--- src/rtl/dcache_pkg.sv ---
// Shared types and address helpers for the store-drain data cache.
//   state_t : receiver FSM states
//   line_t  : one cache line as seen on the array read port
//   get_idx / get_tag / get_off : split a 32-bit byte address into index, tag and word offset
package dcache_pkg;

  localparam int WORD_W    = 32;
  localparam int LINE_W    = 128;
  localparam int OFF_LSB   = 4;   // bytes per line = 16
  // Tags are stored zero-extended to the widest possible tag, so any legal
  // NUM_LINES shares one line_t layout.
  localparam int TAG_W_MAX = 32 - OFF_LSB;

  typedef enum logic [1:0] {
    IDLE,
    LOOKUP,
    WRITEBACK,
    FILL
  } state_t;

  typedef struct packed {
    logic [TAG_W_MAX-1:0] tag;
    logic                 valid;
    logic                 dirty;
    logic [LINE_W-1:0]    data;
  } line_t;

  function automatic int unsigned get_idx(input logic [31:0] addr, input int idx_w);
    return int'((addr >> OFF_LSB) & ((32'd1 << idx_w) - 32'd1));
  endfunction

  function automatic logic [TAG_W_MAX-1:0] get_tag(input logic [31:0] addr, input int idx_w);
    return TAG_W_MAX'(addr >> (OFF_LSB + idx_w));
  endfunction

  function automatic logic [1:0] get_off(input logic [31:0] addr);
    return addr[3:2];
  endfunction

endpackage

--- src/rtl/dcache_line_array.sv ---
// Tag/valid/dirty/data storage for a direct-mapped cache.
//   clk, reset     : clock, async active-low reset (clears valid/dirty only)
//   rd_idx/rd_line : combinational read port
//   wr_idx         : line addressed by all write operations
//   wr_line_en     : install a full line (tag, data, valid=1, dirty=wr_line_dirty)
//   wr_word_en     : write one word at wr_word_off and set dirty
//   clr_dirty_en   : clear the dirty bit after a writeback
module dcache_line_array
  import dcache_pkg::*;
#(
  parameter int NUM_LINES = 4,
  parameter int IDX_W     = $clog2(NUM_LINES)
) (
  input  logic                 clk,
  input  logic                 reset,
  input  logic [IDX_W-1:0]     rd_idx,
  output line_t                rd_line,
  input  logic [IDX_W-1:0]     wr_idx,
  input  logic                 wr_line_en,
  input  logic [TAG_W_MAX-1:0] wr_line_tag,
  input  logic [LINE_W-1:0]    wr_line_data,
  input  logic                 wr_line_dirty,
  input  logic                 wr_word_en,
  input  logic [1:0]           wr_word_off,
  input  logic [WORD_W-1:0]    wr_word_data,
  input  logic                 clr_dirty_en
);

  logic [TAG_W_MAX-1:0] tag_mem  [NUM_LINES];
  logic [LINE_W-1:0]    data_mem [NUM_LINES];
  logic [NUM_LINES-1:0] valid_q;
  logic [NUM_LINES-1:0] dirty_q;

  // NOTE: tag and data storage carry no reset; valid gates every use of them,
  // and leaving them unreset lets them map onto plain RAM/regfile cells.
  always_ff @(posedge clk) begin
    if (wr_line_en) begin
      tag_mem[wr_idx]  <= wr_line_tag;
      data_mem[wr_idx] <= wr_line_data;
    end else if (wr_word_en) begin
      data_mem[wr_idx][{wr_word_off, 5'b0} +: WORD_W] <= wr_word_data;
    end
  end

  always_ff @(posedge clk or negedge reset) begin
    if (!reset) begin
      valid_q <= '0;
      dirty_q <= '0;
    end else if (wr_line_en) begin
      valid_q[wr_idx] <= 1'b1;
      dirty_q[wr_idx] <= wr_line_dirty;
    end else if (wr_word_en) begin
      dirty_q[wr_idx] <= 1'b1;
    end else if (clr_dirty_en) begin
      dirty_q[wr_idx] <= 1'b0;
    end
  end

  always_comb begin
    rd_line.tag   = tag_mem[rd_idx];
    rd_line.valid = valid_q[rd_idx];
    rd_line.dirty = dirty_q[rd_idx];
    rd_line.data  = data_mem[rd_idx];
  end

endmodule

--- src/rtl/dcache_store_receiver.sv ---
// Receiving end of the store-buffer drain interface: captures one {addr,data}
// entry per handshake and writes the word into a direct-mapped, write-back,
// write-allocate cache, evicting a dirty victim and filling the line on a miss.
//   clk, reset            : clock, async active-low reset
//   sending_data_to_cache : store buffer offers an entry
//   data_to_cache         : [63:32] byte address, [31:0] store data
//   cache_ready_to_catch  : high only in IDLE; entry captured when both are high
//   store_done/store_hit  : one-cycle completion pulse and its hit/miss qualifier
//   mem_*                 : registered line request (writeback or fill) to memory
module dcache_store_receiver
  import dcache_pkg::*;
#(
  parameter int NUM_LINES      = 4,
  parameter int WORDS_PER_LINE = 4,
  parameter int ADDR_W         = 32
) (
  input  logic                          clk,
  input  logic                          reset,
  input  logic                          sending_data_to_cache,
  input  logic [63:0]                   data_to_cache,
  output logic                          cache_ready_to_catch,
  output logic                          store_done,
  output logic                          store_hit,
  output logic                          mem_req,
  output logic                          mem_we,
  output logic [ADDR_W-1:0]             mem_addr,
  output logic [WORDS_PER_LINE*32-1:0]  mem_wdata,
  input  logic [WORDS_PER_LINE*32-1:0]  mem_rdata,
  input  logic                          mem_ready
);

  localparam int IDX_W = $clog2(NUM_LINES);

  state_t               state;
  logic [ADDR_W-1:0]    addr_q;
  logic [WORD_W-1:0]    data_q;

  logic [IDX_W-1:0]     idx;
  logic [TAG_W_MAX-1:0] tag;
  logic [1:0]           off;
  line_t                rd_line;
  logic                 hit;
  logic [ADDR_W-1:0]    fill_addr;
  logic [ADDR_W-1:0]    victim_addr;
  logic [LINE_W-1:0]    merged_line;
  logic                 wr_line_en;
  logic                 wr_word_en;
  logic                 clr_dirty_en;

  assign idx         = IDX_W'(get_idx(32'(addr_q), IDX_W));
  assign tag         = get_tag(32'(addr_q), IDX_W);
  assign off         = get_off(32'(addr_q));
  assign hit         = rd_line.valid && (rd_line.tag == tag);
  assign fill_addr   = {addr_q[ADDR_W-1:OFF_LSB], 4'b0000};
  assign victim_addr = ADDR_W'({rd_line.tag, idx, 4'b0000});

  // Array write strobes follow the FSM state directly so the write lands on
  // the same edge that retires the state.
  assign wr_word_en   = (state == LOOKUP) && hit;
  assign wr_line_en   = (state == FILL) && mem_ready;
  assign clr_dirty_en = (state == WRITEBACK) && mem_ready;

  // Fill data with the pending store merged into its word slot.
  // NOTE: every always_comb output gets a full default first, so no path
  // leaves it unassigned and no latch is inferred.
  always_comb begin
    merged_line = mem_rdata;
    merged_line[{off, 5'b0} +: WORD_W] = data_q;
  end

  dcache_line_array #(
    .NUM_LINES (NUM_LINES)
  ) u_array (
    .clk           (clk),
    .reset         (reset),
    .rd_idx        (idx),
    .rd_line       (rd_line),
    .wr_idx        (idx),
    .wr_line_en    (wr_line_en),
    .wr_line_tag   (tag),
    .wr_line_data  (merged_line),
    .wr_line_dirty (1'b1),
    .wr_word_en    (wr_word_en),
    .wr_word_off   (off),
    .wr_word_data  (data_q),
    .clr_dirty_en  (clr_dirty_en)
  );

  // NOTE: all state here uses non-blocking assignment so every register
  // samples pre-edge values regardless of statement order.
  always_ff @(posedge clk or negedge reset) begin
    if (!reset) begin
      state                <= IDLE;
      addr_q               <= '0;
      data_q               <= '0;
      cache_ready_to_catch <= 1'b1;
      store_done           <= 1'b0;
      store_hit            <= 1'b0;
      mem_req              <= 1'b0;
      mem_we               <= 1'b0;
      mem_addr             <= '0;
      mem_wdata            <= '0;
    end else begin
      store_done <= 1'b0;
      unique case (state)
        IDLE: begin
          if (sending_data_to_cache && cache_ready_to_catch) begin
            addr_q               <= data_to_cache[32 +: ADDR_W];
            data_q               <= data_to_cache[31:0];
            cache_ready_to_catch <= 1'b0;
            state                <= LOOKUP;
          end
        end
        LOOKUP: begin
          if (hit) begin
            store_done           <= 1'b1;
            store_hit            <= 1'b1;
            cache_ready_to_catch <= 1'b1;
            state                <= IDLE;
          end else if (rd_line.valid && rd_line.dirty) begin
            mem_req   <= 1'b1;
            mem_we    <= 1'b1;
            mem_addr  <= victim_addr;
            mem_wdata <= rd_line.data;
            state     <= WRITEBACK;
          end else begin
            mem_req  <= 1'b1;
            mem_we   <= 1'b0;
            mem_addr <= fill_addr;
            state    <= FILL;
          end
        end
        WRITEBACK: begin
          // Request stays up across the switch to the fill.
          if (mem_ready) begin
            mem_we   <= 1'b0;
            mem_addr <= fill_addr;
            state    <= FILL;
          end
        end
        FILL: begin
          if (mem_ready) begin
            mem_req              <= 1'b0;
            store_done           <= 1'b1;
            store_hit            <= 1'b0;
            cache_ready_to_catch <= 1'b1;
            state                <= IDLE;
          end
        end
        default: state <= IDLE;
      endcase
    end
  end

endmodule
--- config.mk ---
export PLATFORM = sky130hd
export DESIGN_NAME = dcache_store_receiver
export DESIGN_NICKNAME = d
export VERILOG_FILES = /design/src/rtl/dcache_pkg.sv /design/src/rtl/dcache_line_array.sv /design/src/rtl/dcache_store_receiver.sv
export SDC_FILE = /design/constraint.sdc
export NUM_CORES = 1
export LEC_CHECK = 0
export ABC_AREA = 1
export BUFFER_PORTS_ARGS = -buffer_cell sky130_fd_sc_hd__buf_2
export CAP_MARGIN = 10
export CELL_PAD_IN_SITES_DETAIL_PLACEMENT = 1
export CELL_PAD_IN_SITES_GLOBAL_PLACEMENT = 2
export CORE_MARGIN = 5
export CORE_UTILIZATION = 40
export DETAILED_ROUTE_END_ITERATION = 8
export PLACE_DENSITY_LB_ADDON = 0.15
export SYNTH_ARGS = -nofsm -noshare
export SYNTH_HDL_FRONTEND = slang
export SYNTH_SLANG_ARGS = --single-unit
--- constraint.sdc ---
create_clock -name clk -period 5.3 [get_ports clk]
set_input_delay 0.53 -clock clk [delete_from_list [all_inputs] [get_ports clk]]
set_output_delay 0.53 -clock clk [all_outputs]
set_load 0.02 [all_outputs]
==> results.yml, run 1 <==
timing:
  final_hold_viol_count: 0
  fin_setup_tns_ps: 0
  clock_skew_ps: 37.8
  timing.fmax_mhz: 226
  max_slew_margin_pct: 17.3
  timing.final.ws_setup_ps: 871
  rsz0062_at_grt: "no"
  min_period_over_period_pct: 83.6
  min_period_ps: 4430
  finalSetupViolCount: 0
  worst_slew_pin_slew_ps: 1240
  maxSlewViolCount: 0
  fin_worst_hold_slack_ps: 120
placed_design:
  place_ws_ps: 867
  place_congestion: 0.820
  place_area_um2: 36500
  dp_hpwl_um: 72500
  place_inst: 3962
  port_buffers: 354
yosys:
  ys_ff_latch: 849
  yosysWarnings: 0
  yosysTopAreaCell: "edfxtp_1"
  synth_area_leaders: "edfxtp_1, dfrtp_1, nand2_1, a221oi_1, a22o_1"
  seq_area_frac_synth_pct: 72.9
  ys_types: 31
  synth_top_area_share_pct: 55.4
  synth_area_per_cell_um2: 12.7
  netlist_instances: 2635
  synth_area_um2: 33400
finish:
  design_area_um2: 39600
  antenna_cells: 0
  final_cell_mix: "edfxtp_1, nand2_1, buf_2, dfrtp_1, inv_1"
  fill_cells: 8628
  final_common_cell: "edfxtp_1"
  nNetsFinal: 3177
  regArea_um2: 24300
  stdcell_count: 4135
  area_delta_synth_final_pct: 18.7
  multiInputGateArea_um2: 7660
  drive_above_1_share_pct: 19.6
pwr:
  p_int_uw: 15300
  comb_power_share_pct: 35.2
  switching_share_pct: 39.2
  vdd_drop_max_mv: 0.331
  seqPwrFrac_pct: 38.8
  clockPowerShare_pct: 26.1
  powerDensity_nw_per_um2: 636
  leakage_uw: 0.0162
  switchingPower_uw: 9850
routing:
  drtPass1Iterations: 7
  viasPerCell: 5.60
  drt_iter0_drc: 1914
  drc: 0
  wl_per_cell_um: 27.3
  routed_wl_um: 113000
  drt.antenna.violating_nets: 0
  vias: 23200
clock_tree:
  cts_tree: "done"
  cts_htree_levels: 3
  cts_root_buf: "clkbuf_16"
  cts_num_sinks: 849
  clock_latency_ps: 660
  cts_inserted_buffers: 91
  cts.clk_slew.worst_paths_ps: 60
  clk_path_buf_depth: 3
critical_path:
  path_max_fanout: 52
  cp.required_ps: 5580
  crit_start: "addr_q[4]$_DFFE_PN0P_"
  ff2ff_setup_slack_ps: 870
  cp-start-kind: "flop"
  timing.rr.start: "addr_q[4]$_DFFE_PN0P_"
  criticalPathCategory: "flop to flop"
  arrival_ps: 4710
  rr_endpoint: "u_array.data_mem[3][3]$_DFFE_PP_"
  rr_worst_depth: 14
  crit_path_end_kind: "flop"
  cp-endpoint: "u_array.data_mem[3][3]$_DFFE_PP_"
floorplanning:
  ioPinCount: 361
  rows: 106
  coreArea_um2: 83200
  dieArea_um2: 89300
  die_w_um: 299
  die_h_um: 299
  start_util_pct: 40.1
global_routing:
  gr-usage-all-layers_pct: 24.7
  grt_max_degree: 111
  grt-ovfl-total: 0
  grt_pass1_vias: 24100
  grt_pass1_wl_um: 164000
  antenna_found_initial: 3
min_path:
  hp-class: "primary input to flop"
  hold_depth: 2
outcome:
  status: "completed"
flow_run:
  cap_violations: 0
metrics by stage:
stage	total power [µW]	utilization [%]
2_1_floorplan	15000	-
3_3_place_gp	18500	43.9
3_5_place_dp	18800	43.9
4_1_cts	25400	47.6
5_1_grt	26400	47.6
6_report	25200	47.6
worst max-delay path: stages (launching register included):
cell	delay [ps]
dfrtp_1	350
buf_4	550
nand2_2	540
inv_4	150
a22oi_1	90
nand2_1	200
nand2_1	90
nor2_1	90
nand3_1	80
nor2_1	220
nand3_1	180
nand2_2	230
o21ai_0	440
nor2_4	190
buf_4	570
power by group through the flow:
| stage | combinational, µW | clock [µW] | sequential, µW |
|---|---|---|---|
| final | 8850 | 6560 | 9750 |
| after global routing | 9620 | 6950 | 9870 |
| after CTS | 8950 | 6660 | 9760 |
| after detailed placement | 8900 | 0 | 9880 |
| after global placement | 8700 | 0 | 9810 |
| after floorplan | 4710 | 0 | 10300 |
cell usage after synthesis:
cell type and count:
o21ai_1 120, buf_2 19, nand4_1 3, dfstp_2 1, o21ai_0 37, mux2_2 3
o22ai_1 128, clkbuf_1 109, edfxtp_1 616, clkbuf_2 2, dfrtp_1 232, nand3b_1 5
buf_6 12, nand2_1 586, o221ai_1 1, nor2_1 109, or2_2 4, a22o_1 128
a221oi_1 128, a22oi_1 3, ha_1 5, a21oi_1 74, nor2_2 1, inv_2 2
buf_1 1, inv_1 208, nand2_2 5, conb_1 1, nand3b_4 1, nand3_1 69
buf_4 22
per-layer routing:
layer	wire, µm	track usage, %	vias up
li1	-	-	10200
met1	48500	34.9	11900
met2	51600	38.9	907
met3	9530	5.29	148
met4	3270	7.25	2
met5	13	0	-
flip-flops by register name, summed over array words and instances, names as in the netlist, named ones only:
signal / flops
addr_q: 30
cache_ready_to_catch: 1
data_q: 32
mem_addr: 28
mem_req: 1
mem_wdata: 128
mem_we: 1
state: 1
store_done: 1
store_hit: 1
u_array.data_mem: 512
u_array.tag_mem: 104
u_array.valid_q: 4
layout make-up:
type	instances	area share, %
flip-flops and latches	849	61.5
multi-input cells	1414	19.4
clock buffers	122	6.35
repair buffers	410	5.95
well taps	1080	3.41
inverters	210	2.00
clock inverters	50	1.46
how the worst min path moves through the flow:
stage | start | endpoint | slack, ps
after detailed placement | u_array.valid_q[2]$_DFFE_PN0P_ | u_array.valid_q[2]$_DFFE_PN0P_ | 460
after global routing | data_to_cache[48] | addr_q[16]$_DFFE_PN0P_ | 100
final | data_to_cache[48] | addr_q[16]$_DFFE_PN0P_ | 120
after floorplan | reset | async pin | 230
after CTS | data_to_cache[48] | addr_q[16]$_DFFE_PN0P_ | 90
after global placement | u_array.valid_q[0]$_DFFE_PN0P_ | u_array.valid_q[0]$_DFFE_PN0P_ | 450
kinds of logic after synthesis:
group	synth area share (%)
buffers and inverters	4.82
AO/OA/AOI/OAI	12.7
AND/OR/NAND/NOR	9.27
adder cells (fa/ha/maj)	0.188
multiplexers	0.101
other	0.0112
flip-flops	72.9
what timing repair did:
| item | in CTS | in global routing |
|---|---|---|
| resized for setup | 0 | 0 |
| hold buffers | 1 | 0 |
| buffers inserted | 0 | 0 |
| hold endpoints to repair | 76 | 0 |
Power figures use the tool's default switching activity.
==> run 2, diff against run 1 <==
clock period = 4.5 ns   (was 5.3 ns; I/O delays follow)
==> run 2 against run 1 <==
  * Die area unchanged
  * Power increased by 18%
  * Largest power group unchanged
  * Sequential share of layout area decreased by 0.26 points
  * Clock power increased by 19%
  * Routed wire length decreased by 0.36%
  * Critical path type unchanged
  * Clock-buffer cell count decreased by 5
  * Fmax increased by 16%
==> results.yml, run 2 (synthesized netlist as in run 1, its figures left out) <==
outcome:
  status: "completed"
clock_tree:
  ctsHoldBuffers: 3
  cts_htree_levels: 3
  cts_setup_buffers: 0
  clock_latency_ps: 660
  cts_root_buf: "clkbuf_16"
  ctsResizeCount: 0
  cts_tree: "done"
  cts_inserted_buffers: 93
  clk_path_buf_depth: 3
  cts.clk_slew.worst_paths_ps: 60
  cts_num_sinks: 849
routing:
  vias: 23000
  drt_iter0_drc: 1759
  drtPass1Iterations: 5
  viasPerCell: 5.55
  drt.antenna.violating_nets: 0
  drc: 0
  wl_per_cell_um: 27.1
  routed_wl_um: 113000
placed_design:
  place_ws_ps: 623
  place_congestion: 0.812
  place_inst: 3971
  dp_hpwl_um: 72800
  port_buffers: 354
pwr:
  p_int_uw: 18100
  powerDensity_nw_per_um2: 748
  seqPwrFrac_pct: 38.6
  comb_power_share_pct: 35.1
  clockPowerShare_pct: 26.3
  switchingPower_uw: 11600
  switching_share_pct: 39.1
  vdd_drop_max_mv: 0.444
  leakage_uw: 0.0163
floorplanning:
  die_w_um: 299
  dieArea_um2: 89300
  rows: 106
  start_util_pct: 40.1
  die_h_um: 299
  ioPinCount: 361
  coreArea_um2: 83200
critical_path:
  slowest_delay_ps: 520
  cp-start-kind: "flop"
  cp_num_buf_inv: 3
  slowest_stage: "a21oi_4"
  path_common_cell: "nand2_1"
  crit_family: "simple AND/OR/NAND/NOR gates"
  path_max_fanout: 35
  arrival_ps: 4150
  crit_path_end_kind: "flop"
  criticalPathCategory: "flop to flop"
  critical_path.cell_chain: "buf_4 -> buf_4 -> nand2_1 -> nand2_1 -> nand2_1 -> nand3_1 -> nand2_1 -> nor2_1 -> nand3b_1 -> nor2_1 -> nand2_1 -> nor2_1 -> nand3_1 -> a21oi_4 -> buf_12"
  cp.required_ps: 4820
global_routing:
  gr-usage-all-layers_pct: 24.8
  grt_max_degree: 83
  antenna_found_initial: 2
  grt_pass1_vias: 24200
  grt-ovfl-total: 0
  grt_pass1_wl_um: 165000
finish:
  max_flop_register: "u_array.data_mem"
  area_delta_synth_final_pct: 19.2
  final_common_cell: "edfxtp_1"
  drive_above_1_share_pct: 20.1
  largest_register_ffs: 512
  antenna_cells: 0
  stdcell_count: 4150
  biggestRegsByFlops: "u_array.data_mem (512), mem_wdata (128), u_array.tag_mem (104)"
  nNetsFinal: 3190
  final_cell_mix: "edfxtp_1, nand2_1, buf_2, dfrtp_1, inv_1"
  fill_cells: 8656
timing:
  min_period_ps: 3830
  rsz0062_at_grt: "no"
  max_slew_margin_pct: 28.1
  fin_setup_tns_ps: 0
  timing.final.ws_setup_ps: 667
  clock_skew_ps: 39.0
  worst_slew_pin_slew_ps: 1080
  min_period_over_period_pct: 85.2
  maxSlewViolCount: 0
  fin_worst_hold_slack_ps: 47.2
  final_hold_viol_count: 0
  finalSetupViolCount: 0
  timing.fmax_mhz: 261
min_path:
  hp-class: "primary input to flop"
flow_run:
  cap_violations: 0
run 2: cell type report:
class / instances / area, µm² / area share (%)
Multi-Input combinational cell: 1414 / 7650 / 19.3
Clock buffer: 117 / 2540 / 6.39
Tap cell: 1080 / 1350 / 3.40
Timing Repair Buffer: 421 / 2470 / 6.21
Inverter: 210 / 791 / 1.99
Sequential cell: 849 / 24300 / 61.2
Clock inverter: 59 / 618 / 1.55
run 2: per-layer routing:
layer / vias to the layer above / GRT usage, % / routed length, µm
li1: 10300 / - / -
met5: - / 0 / 13
met4: 2 / 8.15 / 3650
met1: 11800 / 34.6 / 48400
met3: 161 / 5.43 / 8740
met2: 838 / 39.0 / 51800
run 2: stage by stage:
stage / area, µm² / utilization (%) / power, µW
2_1_floorplan: 33400 / - / 17600
3_3_place_gp: 36600 / 44.0 / 21900
3_5_place_dp: 36600 / 44.0 / 22200
4_1_cts: 39800 / 47.8 / 30100
5_1_grt: 39800 / 47.8 / 31400
6_report: 39800 / 47.8 / 29700
run 2: power groups by stage:
| stage | registers, µW | logic, µW | clock network, µW |
|---|---|---|---|
| after global placement | 11600 | 10300 | 0 |
| after global routing | 11600 | 11400 | 8340 |
| after CTS | 11500 | 10600 | 7980 |
| final | 11500 | 10400 | 7820 |
| after detailed placement | 11600 | 10500 | 0 |
| after floorplan | 12100 | 5550 | 0 |
run 2: path summary, 6_finish.rpt:
check	startpoint	to	slack (ps)	cells after the start
max in group asynchronous	reset	mem_addr[13]$_DFFE_PN0P_	2920	3
worst min register to register	u_array.valid_q[2]$_DFFE_PN0P_	u_array.valid_q[2]$_DFFE_PN0P_	480	1
min in group asynchronous	reset	mem_wdata[126]$_DFFE_PN0P_	450	2
worst min-delay path	data_to_cache[44]	addr_q[12]$_DFFE_PN0P_	50	2
worst max register to register	addr_q[4]$_DFFE_PN0P_	u_array.data_mem[0][122]$_DFFE_PP_	670	15
worst max-delay path	addr_q[4]$_DFFE_PN0P_	u_array.data_mem[0][122]$_DFFE_PP_	670	15
==> run 3, diff against run 2 <==
CORE_UTILIZATION = 37   (was 40)
==> run 3 against run 2 <==
  * Sequential power about the same
  * Sequential share of layout area up 0.054 points
  * Global-route usage fell by 1.3 points
  * Non-clock buffer count down 4
  * First-iteration DRC count increased by 8.7%
  * Highest routed layer unchanged
==> results.yml, run 3 (synthesized netlist as in run 1, its figures left out) <==
timing:
  worst_slew_pin_slew_ps: 1260
  timing.fmax_mhz: 251
  finalSetupViolCount: 0
  maxSlewViolCount: 0
  min_period_ps: 3980
  min_period_over_period_pct: 88.4
  max_slew_margin_pct: 15.1
  clock_skew_ps: 35.7
  rsz0062_at_grt: "no"
  final_hold_viol_count: 0
  fin_setup_tns_ps: 0
placed_design:
  place_inst: 4063
  place_congestion: 0.831
  dp_hpwl_um: 74700
  port_buffers: 354
critical_path:
  cp.required_ps: 4810
  rr_worst_depth: 16
  rr_endpoint: "u_array.data_mem[1][9]$_DFFE_PP_"
  criticalPathCategory: "flop to flop"
  cp-start-kind: "flop"
  crit_path_end_kind: "flop"
  ff2ff_setup_slack_ps: 520
  timing.rr.start: "addr_q[4]$_DFFE_PN0P_"
  arrival_ps: 4290
  path_max_fanout: 17
pwr:
  comb_power_share_pct: 35.5
  powerDensity_nw_per_um2: 744
  leakage_uw: 0.0162
  p_int_uw: 17800
  switchingPower_uw: 11700
  clockPowerShare_pct: 25.3
  vdd_drop_max_mv: 0.529
  seqPwrFrac_pct: 39.2
  switching_share_pct: 39.6
finish:
  stdcell_count: 4244
  nNetsFinal: 3187
  biggestRegsByFlops: "u_array.data_mem (512), mem_wdata (128), u_array.tag_mem (104)"
  area_delta_synth_final_pct: 19.1
  final_common_cell: "edfxtp_1"
  final_cell_mix: "edfxtp_1, nand2_1, buf_2, dfrtp_1, inv_1"
  drive_above_1_share_pct: 19.4
  max_flop_register: "u_array.data_mem"
  largest_register_ffs: 512
  fill_cells: 9425
clock_tree:
  cts_tree: "done"
  cts_setup_buffers: 0
  cts.clk_slew.worst_paths_ps: 60
  cts_htree_levels: 3
  clock_latency_ps: 670
  cts_num_sinks: 849
  cts_root_buf: "clkbuf_16"
  clk_path_buf_depth: 3
  cts_inserted_buffers: 94
floorplanning:
  rows: 110
  die_h_um: 310
  dieArea_um2: 96300
  die_w_um: 310
  coreArea_um2: 89700
  ioPinCount: 361
  start_util_pct: 37.2
routing:
  drt.antenna.violating_nets: 0
  drt_iter0_drc: 1912
  routed_wl_um: 115000
  wl_per_cell_um: 27.1
  vias: 22900
  viasPerCell: 5.41
  drc: 0
  drtPass1Iterations: 7
flow_run:
  cap_violations: 0
global_routing:
  gr-usage-all-layers_pct: 23.5
  antenna_found_initial: 3
  grt_pass1_vias: 24100
  grt_pass1_wl_um: 165000
  grt-ovfl-total: 0
  grt_max_degree: 131
outcome:
  status: "completed"
min_path:
  min_to: "data_q[28]$_DFFE_PN0P_"
  hp-class: "primary input to flop"
  hold_depth: 3
  hp-start: "data_to_cache[28]"
-- run 3: power by group through the flow --
stage | combinational, µW | sequential [µW] | clock [µW]
6_report | 10500 | 11600 | 7470
5_1_grt | 11400 | 11700 | 8010
4_1_cts | 10600 | 11600 | 7620
3_5_place_dp | 10600 | 11700 | 0
3_3_place_gp | 10400 | 11700 | 0
2_1_floorplan | 5550 | 12100 | 0
-- run 3: cell type report --
| cell class | instances | area (µm²) | area share (%) |
|---|---|---|---|
| clock inverters | 37 | 308 | 0.775 |
| clock buffers | 138 | 2670 | 6.72 |
| well taps | 1176 | 1470 | 3.70 |
| repair buffers | 417 | 2480 | 6.26 |
| multi-input cells | 1414 | 7650 | 19.3 |
| inverters | 210 | 791 | 1.99 |
| diodes | 3 | 7.51 | 0.0189 |
| flip-flops and latches | 849 | 24300 | 61.3 |
-- run 3: worst max path at each step --
stage | cells after the start | from | slack, ps | to
global placement | 13 | addr_q[4]$_DFFE_PN0P_ | 520 | u_array.data_mem[3][2]$_DFFE_PP_
floorplan | 13 | addr_q[4]$_DFFE_PN0P_ | 840 | u_array.data_mem[0][64]$_DFFE_PP_
CTS | 14 | addr_q[4]$_DFFE_PN0P_ | 510 | u_array.data_mem[2][94]$_DFFE_PP_
global route | 14 | addr_q[4]$_DFFE_PN0P_ | 270 | u_array.data_mem[1][75]$_DFFE_PP_
detailed placement | 16 | addr_q[4]$_DFFE_PN0P_ | 520 | u_array.data_mem[1][2]$_DFFE_PP_
finish | 16 | addr_q[4]$_DFFE_PN0P_ | 520 | u_array.data_mem[1][9]$_DFFE_PP_
-- run 3: worst max-delay path, cell delays in order, from the launching register on --
cell and delay [ps]:
dfrtp_1 460, buf_4 240, nand2_2 470, nor2_1 90, a21oi_1 240, nand2_1 140, nand2_1 90, nand3_1 60
nor2_1 100, nand2_1 90, nor2_1 200, nand3_1 180, nand2_2 240, o21ai_0 320, buf_2 290, nor2_4 100
buf_4 340
-- run 3: per-layer routing --
metal  share of wire [%]  up-vias  track usage, %
li1                    -    10200               -
met1                  44    11800            33.5
met2                  46      754            36.9
met3                 7.2      126            5.39
met4                 2.1        2            5.69
met5               0.015        -               0
-- run 3: repair_timing --
item / in CTS / in global routing
gates resized for setup: 0 / 0
endpoints found under the hold margin: 73 / 0
hold buffers: 3 / 0
setup endpoints to repair: 0 / 0
-- run 3: per-stage QoR --
| stage | util [%] | cell area (µm²) | hold WS, ps | total power, µW | worst slack (ps) |
|---|---|---|---|---|---|
| after floorplan | - | 33400 | 154 | 17600 | 837 |
| after global placement | 40.9 | 36700 | 454 | 22100 | 523 |
| after detailed placement | 40.9 | 36700 | 458 | 22300 | 515 |
| after CTS | 44.2 | 39700 | 1.41 | 29900 | 508 |
| after global routing | 44.2 | 39700 | 19.2 | 31200 | 272 |
| final | 44.3 | 39700 | 41.4 | 29500 | 523 |
